<file path="src/rtl/instr_mem_loader_pkg.sv">
// Shared definitions for the instruction-memory loader: FSM state encoding,
// the terminator word and a little-endian byte-lane insert helper.
package instr_mem_loader_pkg;

  typedef enum logic [1:0] {
    ST_IDLE    = 2'd0,
    ST_COLLECT = 2'd1,
    ST_WRITE   = 2'd2,
    ST_DONE    = 2'd3
  } state_e;

  localparam logic [31:0] TERMINATOR = 32'h0000_0000;

  // Drops byte b into lane idx of acc (lane 0 = bits 7:0).
  function automatic logic [31:0] place_byte(input logic [31:0] acc,
                                             input logic [7:0]  b,
                                             input logic [1:0]  idx);
    logic [31:0] r;
    r = acc;
    r[{idx, 3'b000} +: 8] = b;
    return r;
  endfunction

endpackage

</file>
<file path="src/rtl/instr_mem_loader.sv">
// Collects a byte stream into little-endian 32-bit words and writes them to
// instruction memory; an all-zero word or MAX_WORDS writes ends the session.
module instr_mem_loader
  import instr_mem_loader_pkg::*;
#(
  parameter int MAX_WORDS = 64
) (
  input  logic        clk,
  input  logic        rst_n,
  input  logic        start,
  input  logic [7:0]  byte_in,
  input  logic        byte_valid,
  output logic        byte_ready,
  output logic        we,
  output logic [7:0]  wa,
  output logic [31:0] wd,
  output logic        busy,
  output logic        done,
  output logic        full,
  output logic [6:0]  word_count
);

  localparam logic [6:0] MAX_CNT = 7'(MAX_WORDS);

  state_e      state_q;
  logic [7:0]  addr_q;
  logic [6:0]  count_q;
  logic [1:0]  idx_q;
  logic [31:0] asm_q;
  logic        full_q;
  logic        we_q;
  logic [7:0]  wa_q;
  logic [31:0] wd_q;

  logic [31:0] asm_d;
  logic [6:0]  count_d;

  assign asm_d   = place_byte(asm_q, byte_in, idx_q);
  assign count_d = count_q + 7'd1;

  // The write strobe and its address/data are loaded on the edge that accepts
  // the 4th byte, so they are already valid during the single WRITE cycle.
  always_ff @(posedge clk or negedge rst_n) begin
    if (!rst_n) begin
      state_q <= ST_IDLE;
      addr_q  <= 8'd0;
      count_q <= 7'd0;
      idx_q   <= 2'd0;
      asm_q   <= 32'd0;
      full_q  <= 1'b0;
      we_q    <= 1'b0;
      wa_q    <= 8'd0;
      wd_q    <= 32'd0;
    end else begin
      case (state_q)
        ST_IDLE, ST_DONE: begin
          if (start) begin
            state_q <= ST_COLLECT;
            addr_q  <= 8'd0;
            count_q <= 7'd0;
            idx_q   <= 2'd0;
            asm_q   <= 32'd0;
            full_q  <= 1'b0;
          end
        end
        ST_COLLECT: begin
          if (byte_valid) begin
            asm_q <= asm_d;
            idx_q <= idx_q + 2'd1;
            if (idx_q == 2'd3) begin
              state_q <= ST_WRITE;
              if (asm_d != TERMINATOR) begin
                we_q <= 1'b1;
                wa_q <= addr_q;
                wd_q <= asm_d;
              end
            end
          end
        end
        ST_WRITE: begin
          we_q <= 1'b0;
          if (asm_q == TERMINATOR) begin
            state_q <= ST_DONE;
            full_q  <= 1'b0;
          end else begin
            addr_q  <= addr_q + 8'd4;
            count_q <= count_d;
            if (count_d == MAX_CNT) begin
              state_q <= ST_DONE;
              full_q  <= 1'b1;
            end else begin
              state_q <= ST_COLLECT;
            end
          end
        end
        default: state_q <= ST_IDLE;
      endcase
    end
  end

  assign byte_ready = (state_q == ST_COLLECT);
  assign busy       = (state_q == ST_COLLECT) || (state_q == ST_WRITE);
  assign done       = (state_q == ST_DONE);
  assign full       = full_q;
  assign we         = we_q;
  assign wa         = wa_q;
  assign wd         = wd_q;
  assign word_count = count_q;

endmodule

</file>
<file path="config.mk">
export PLATFORM = sky130hd
export DESIGN_NAME = instr_mem_loader
export DESIGN_NICKNAME = d
export VERILOG_FILES = /design/src/rtl/instr_mem_loader_pkg.sv /design/src/rtl/instr_mem_loader.sv
export SDC_FILE = /design/constraint.sdc
export NUM_CORES = 1
export LEC_CHECK = 0
export ABC_AREA = 1
export CAP_MARGIN = 40
export CORE_ASPECT_RATIO = 2
export CORE_MARGIN = 2
export CORE_UTILIZATION = 43
export CTS_CLUSTER_SIZE = 14
export DETAILED_ROUTE_END_ITERATION = 6
export MAX_ROUTING_LAYER = met4
export PLACE_DENSITY = 0.63
export SLEW_MARGIN = 40
export SYNTH_ARGS = -nofsm -noshare
export SYNTH_HDL_FRONTEND = slang
export SYNTH_SLANG_ARGS = --single-unit
</file>
<file path="constraint.sdc">
create_clock -name clk -period 4.6 [get_ports clk]
set_input_delay 0.92 -clock clk [delete_from_list [all_inputs] [get_ports clk]]
set_output_delay 0.92 -clock clk [all_outputs]
set_load 0.005 [all_outputs]
</file>
Word-level counts from Yosys, hierarchy flattened
Index checks and enable logic that the tools add are counted.
- output and inout port bits: 52
- bits in registers: 93
- word-level logic and storage cells: 67
- reduce and logical (&&, ||, !) cells: 14
- shift-type cells: 2
- $add $sub $neg: 4
- mux-type cells: 27
- equality and inequality tests: 11
- operator list (kind ; count):
    32-bit two-way mux ; 2
    32-bit case mux with 2 select lines ; 1
    32-bit bitwise mux ; 1
    32-bit logical NOT ; 1
    32-bit nonzero test ; 1
    8-bit by 7-bit variable shift with 32-bit output, first input constant ; 1
    8-bit by 7-bit variable part select with 32-bit output ; 1
    8-bit two-way mux ; 2
    8-bit case mux with 2 select lines ; 1
    2-bit two-way mux ; 7
    7-bit two-way mux ; 2
    7-bit case mux with 2 select lines ; 1
    3-bit AND reduction ; 4
    8-bit by 3-bit adder with 8-bit output, second input constant ; 1
    4-bit AND reduction ; 2
    7-bit by 1-bit adder with 7-bit output, second input constant ; 1
    7-bit equality test, second input constant ; 1
    5-bit negation with 7-bit output ; 1
    2-bit equality test, second input constant ; 3
    1-bit two-way mux ; 6
    2-bit != test, second input constant ; 3
    2-bit case mux with 3 select lines ; 1
    2-bit nonzero test ; 3
    2-bit by 1-bit != test with 1-bit output, second input constant ; 2
    8 further kinds ; 9

Logic depth before layout (Yosys ltp)
- word-level depth: 8
- mapped depth: 18
- mapped depth without buffers: 15

Worst setup path after synthesis
No wires, ideal clock.
- path kind: flip-flop to flip-flop
- start point: reg idx_q[0]
- end point: reg wd_q[28] (netlist: wd[28])
- path slack: 2.164 ns
- stages on the path, launching flop included: 16
- data arrival time: 2.311 ns
- path buffers: 2
- period minus slack after synthesis: 2.436 ns
- required time: 4.475 ns
- path through: dfrtp_1 -> buf_2 -> inv_1 -> ha_1 -> inv_1 -> nand3_4 -> nor2_1 -> nor2_1 -> nand2_1 -> nor2_1 -> nand2_1 -> nor2_4 -> nand2_4 -> nand2_8 -> buf_4 -> o21ai_1
- word-level cells in the longest chain between the ends: 5
- elaborated cells between the ends (all ways): 7
- RTL lines (element ; line ; RTL):
    start: declaration ; instr_mem_loader.sv:28 ; logic [1:0] idx_q;
    start signal: assignment ; instr_mem_loader.sv:69 ; idx_q <= idx_q + 2'd1;
    5-bit negation with 7-bit output ; instr_mem_loader_pkg.sv:20 ; r[{idx, 3'b000} +: 8] = b;
    8-bit by 7-bit variable part select with 32-bit output or 8-bit by 7-bit variable shift with 32-bit output (tied branches) ; instr_mem_loader_pkg.sv:20 ;
    32-bit bitwise mux ; instr_mem_loader_pkg.sv:20 ;
    32-bit nonzero test ; instr_mem_loader.sv:72 ; if (asm_d != TERMINATOR) begin
    4-bit AND reduction (no source line) ; - ;
    end signal: assignment ; instr_mem_loader.sv:75 ; wd_q <= asm_d;
    end: declaration ; instr_mem_loader.sv:33 ; logic [31:0] wd_q;
Parallel ways exist; a longest one is shown, timed or not.
A chain may end at the register's enable or synchronous reset.

Worst setup path after layout
- start point: reg idx_q[0]
- end point: reg wd_q[27] (netlist: wd[27])
Same word-level chain as after synthesis.

==> out/metrics.cfg <==
[status]
outcome = finished clean

[global_route]
grt_max_degree = 90
use_met3 = 0.0380
grt_antenna_before_repair = 0
grtUsageTotal = 0.210
gr-total-overflow = 0
grt_use_met2 = 0.380
grt_use_met1 = 0.219
grt_pass1_wl_um = 18300
first_global_vias = 3814
grt.busiest_layer = met2

[logic_synthesis]
synth_top_family_by_area = simple AND/OR/NAND/NOR gates
syn_avg_cell_area_sq_um = 8.08
synth.most_common_cell = nand2_1
synthAdderAreaFrac = 0.0330
netlist.area_leader.share = 0.490
synth-seq-cells = 89
syn_area_sq_mm = 0.00455
muxShareOfSynthArea = 0
synth_edf_count = 0
synth-async-reset-ratio = 1.00
yosysSeqAreaShare = 0.490
yosys.cell_types.count = 33
synth_cells = 563
synth-simple-area-share = 0.268
ys_warn_count = 0
synth_xor_area_frac = 0.0154
synth-main-ff-cell = dfrtp_1
synthTopCellsByCount = nand2_1, dfrtp_1, nor2_1
ys_top_cells_by_area = dfrtp_1, nand2_1, nor2_1, inv_1, nand3_1
synth-compound-area-share = 0.105
synth.largest_area_cell = dfrtp_1

[routing]
wire_per_inst_um = 14.9
drt.antenna.violating_nets = 0
firstDrtPassIters = 4
avgViaCountPerCell = 5.08
wirelength_um = 11300
vias = 3848
initialDrtViolationCount = 241
post-route-drc-count = 0

[critical_path]
worstPathRequired_ns = 4.85
rrSetupSlack_ns = 1.57
crit_buf_inv = 2
startpoint = idx_q[0]
rr_startpoint = idx_q[0]
slowest_stage = dfrtp_1
cp-endpoint = wd[27]
cp-end-kind = flip-flop
reg2reg_to = wd[27]
start_kind = flip-flop
path_cells = inv_1 -> ha_1 -> inv_1 -> nand3_4 -> nor2_1 -> nor2_1 -> nand2_1 -> nor2_1 -> nand2_1 -> nor2_4 -> nand2_4 -> nand2_8 -> nand2_1 -> o21ai_1
worstPathMaxFanout = 71
cp.depth = 14
path_delay_family = simple AND/OR/NAND/NOR gates
crit_path_max_incr_delay_ns = 0.69
cp.arrival_ns = 3.29
r2r_cells = 14
crit_type = flip-flop to flip-flop

[timing]
fin_skew_ns = 0.00554
final.period_utilization = 0.660
rsz0062_at_grt = false
hold_violations = 0
tns_ns = 0
fin_crit_ns = 3.03
maxSlewHeadroom = 0.518
drv_slew = 0
finalWorstSetupSlack_ns = 1.57
maxClockFrequency_ghz = 0.330
tightestPinTransition_ns = 0.723
finalSetupViolations = 0

[clocking]
post_cts_buffers = 0
cts_tree = yes
htree_num_levels = 3
cts_resized = 0
clock-root-buffer = clkbuf_16
cts_inserted_buffers = 9
cts.path.max_buffers = 2
numClockSinks = 89
clock_latency_ns = 0.34
cts-hold-fix-buffers = 0
path_clk_slew_ns = 0.06

[die]
io_pins = 64
rows = 53
die_h_um = 149
die_w_um = 76.7
core_sq_mm = 0.0104
initial_core_util = 0.437
dieArea_sq_mm = 0.0115

[layout]
fin_area_sq_mm = 0.00550
layout-drive-gt1-share = 0.0596
num-fill-cells = 1015
area_delta_synth_final_pct = 21.0
fin_nets = 641
diodes = 0

[placement]
dp_hpwl_um = 8250
pre_cts_slack_ns = 1.49
placed_area_sq_mm = 0.00522
gp_congestion = 0.866
portBuffers = 61

[power_and_ir_drop]
p_leak_uw = 0.00259
ir_drop_uv = 615
powerDensity_mw_per_mm2 = 590

[flow_run]
maxCapViolCount = 0

[worst_hold_path]
holdCritPathClass = flip-flop to flip-flop

stage by stage:
stage / utilization / hold WS, ns / cells / power [uW]
2_1_floorplan: - / 0.464 / 564 / 1980
5_1_grt: 0.529 / 0.513 / 758 / 3460
4_1_cts: 0.528 / 0.480 / 758 / 3280
3_3_place_gp: 0.500 / 0.458 / 743 / 2510
6_report: 0.529 / 0.475 / 758 / 3250
3_5_place_dp: 0.501 / 0.465 / 743 / 2540
cells in the final DEF (no fill, tap or decap), drive strengths merged, types with 2 or more instances in the layout:
cell / n
a21oi: 6
clkbuf: 12
clkdlybuf4s50: 60
clkinvlp: 2
conb: 2
dfrtp: 89
ha: 12
inv: 71
nand2: 137
nand3: 44
nand4: 6
nor2: 81
nor3: 5
nor4: 2
o21ai: 48
o22ai: 26
o31ai: 4
xnor2: 4
xor2: 4
area by class of cell:
type                            instances  area (sq um)  area share
Sequential cell                        89          2230       0.405
Multi-Input combinational cell        384          1930       0.351
Timing Repair Buffer                   62           622       0.113
Inverter                               71           267      0.0484
Clock buffer                           11           233      0.0423
Tap cell                              137           171      0.0311
Clock inverter                          4          53.8     0.00977
worst min-delay path, delay by kind of cell (launching register included):
family / cells / cell delay (ns)
flip-flops: 1 / 0.34
AND/OR/NAND/NOR: 2 / 0.10
metal layers:
layer | wire length (um) | vias up | share of wire
li1 | - | 1913 | -
met1 | 4280 | 1824 | 0.38
met2 | 6270 | 89 | 0.56
met3 | 434 | 22 | 0.039
met4 | 288 | 0 | 0.026
met5 | 0 | - | 0
worst min path at each step:
stage	start	endpoint	slack [ns]	depth (start not counted)
after floorplan	we	we	0.46	2
after global placement	wa[4]	wa[4]	0.46	2
after detailed placement	wa[4]	wa[4]	0.47	2
after CTS	wa[4]	wa[4]	0.48	2
after global routing	wa[4]	wa[4]	0.51	2
final	wa[4]	wa[4]	0.48	2
cell families (layout without fill, tap and decap cells):
kind of cell,after synthesis,in the layout
other cells,1,2
fa+ha+maj,12,12
buf+inv,91,148
simple gates,277,277
compound gates,85,85
flops,89,89
xor+xnor,8,8
state kept, by name, summed over array words and instances (netlist names):
signal / cells
we: 1
full: 1
wa: 6
state_q: 2
addr_q: 6
asm_q: 32
word_count: 7
idx_q: 2
wd: 32
report_power, final:
group	total [uW]	internal [uW]	switching, uW	leakage [uW]
Sequential	1060	944	120	0.00120
Clock	727	420	307	0.000132
Combinational	1460	531	925	0.00127
Total	3250	1890	1350	0.00259
Power figures use the tool's default switching activity.
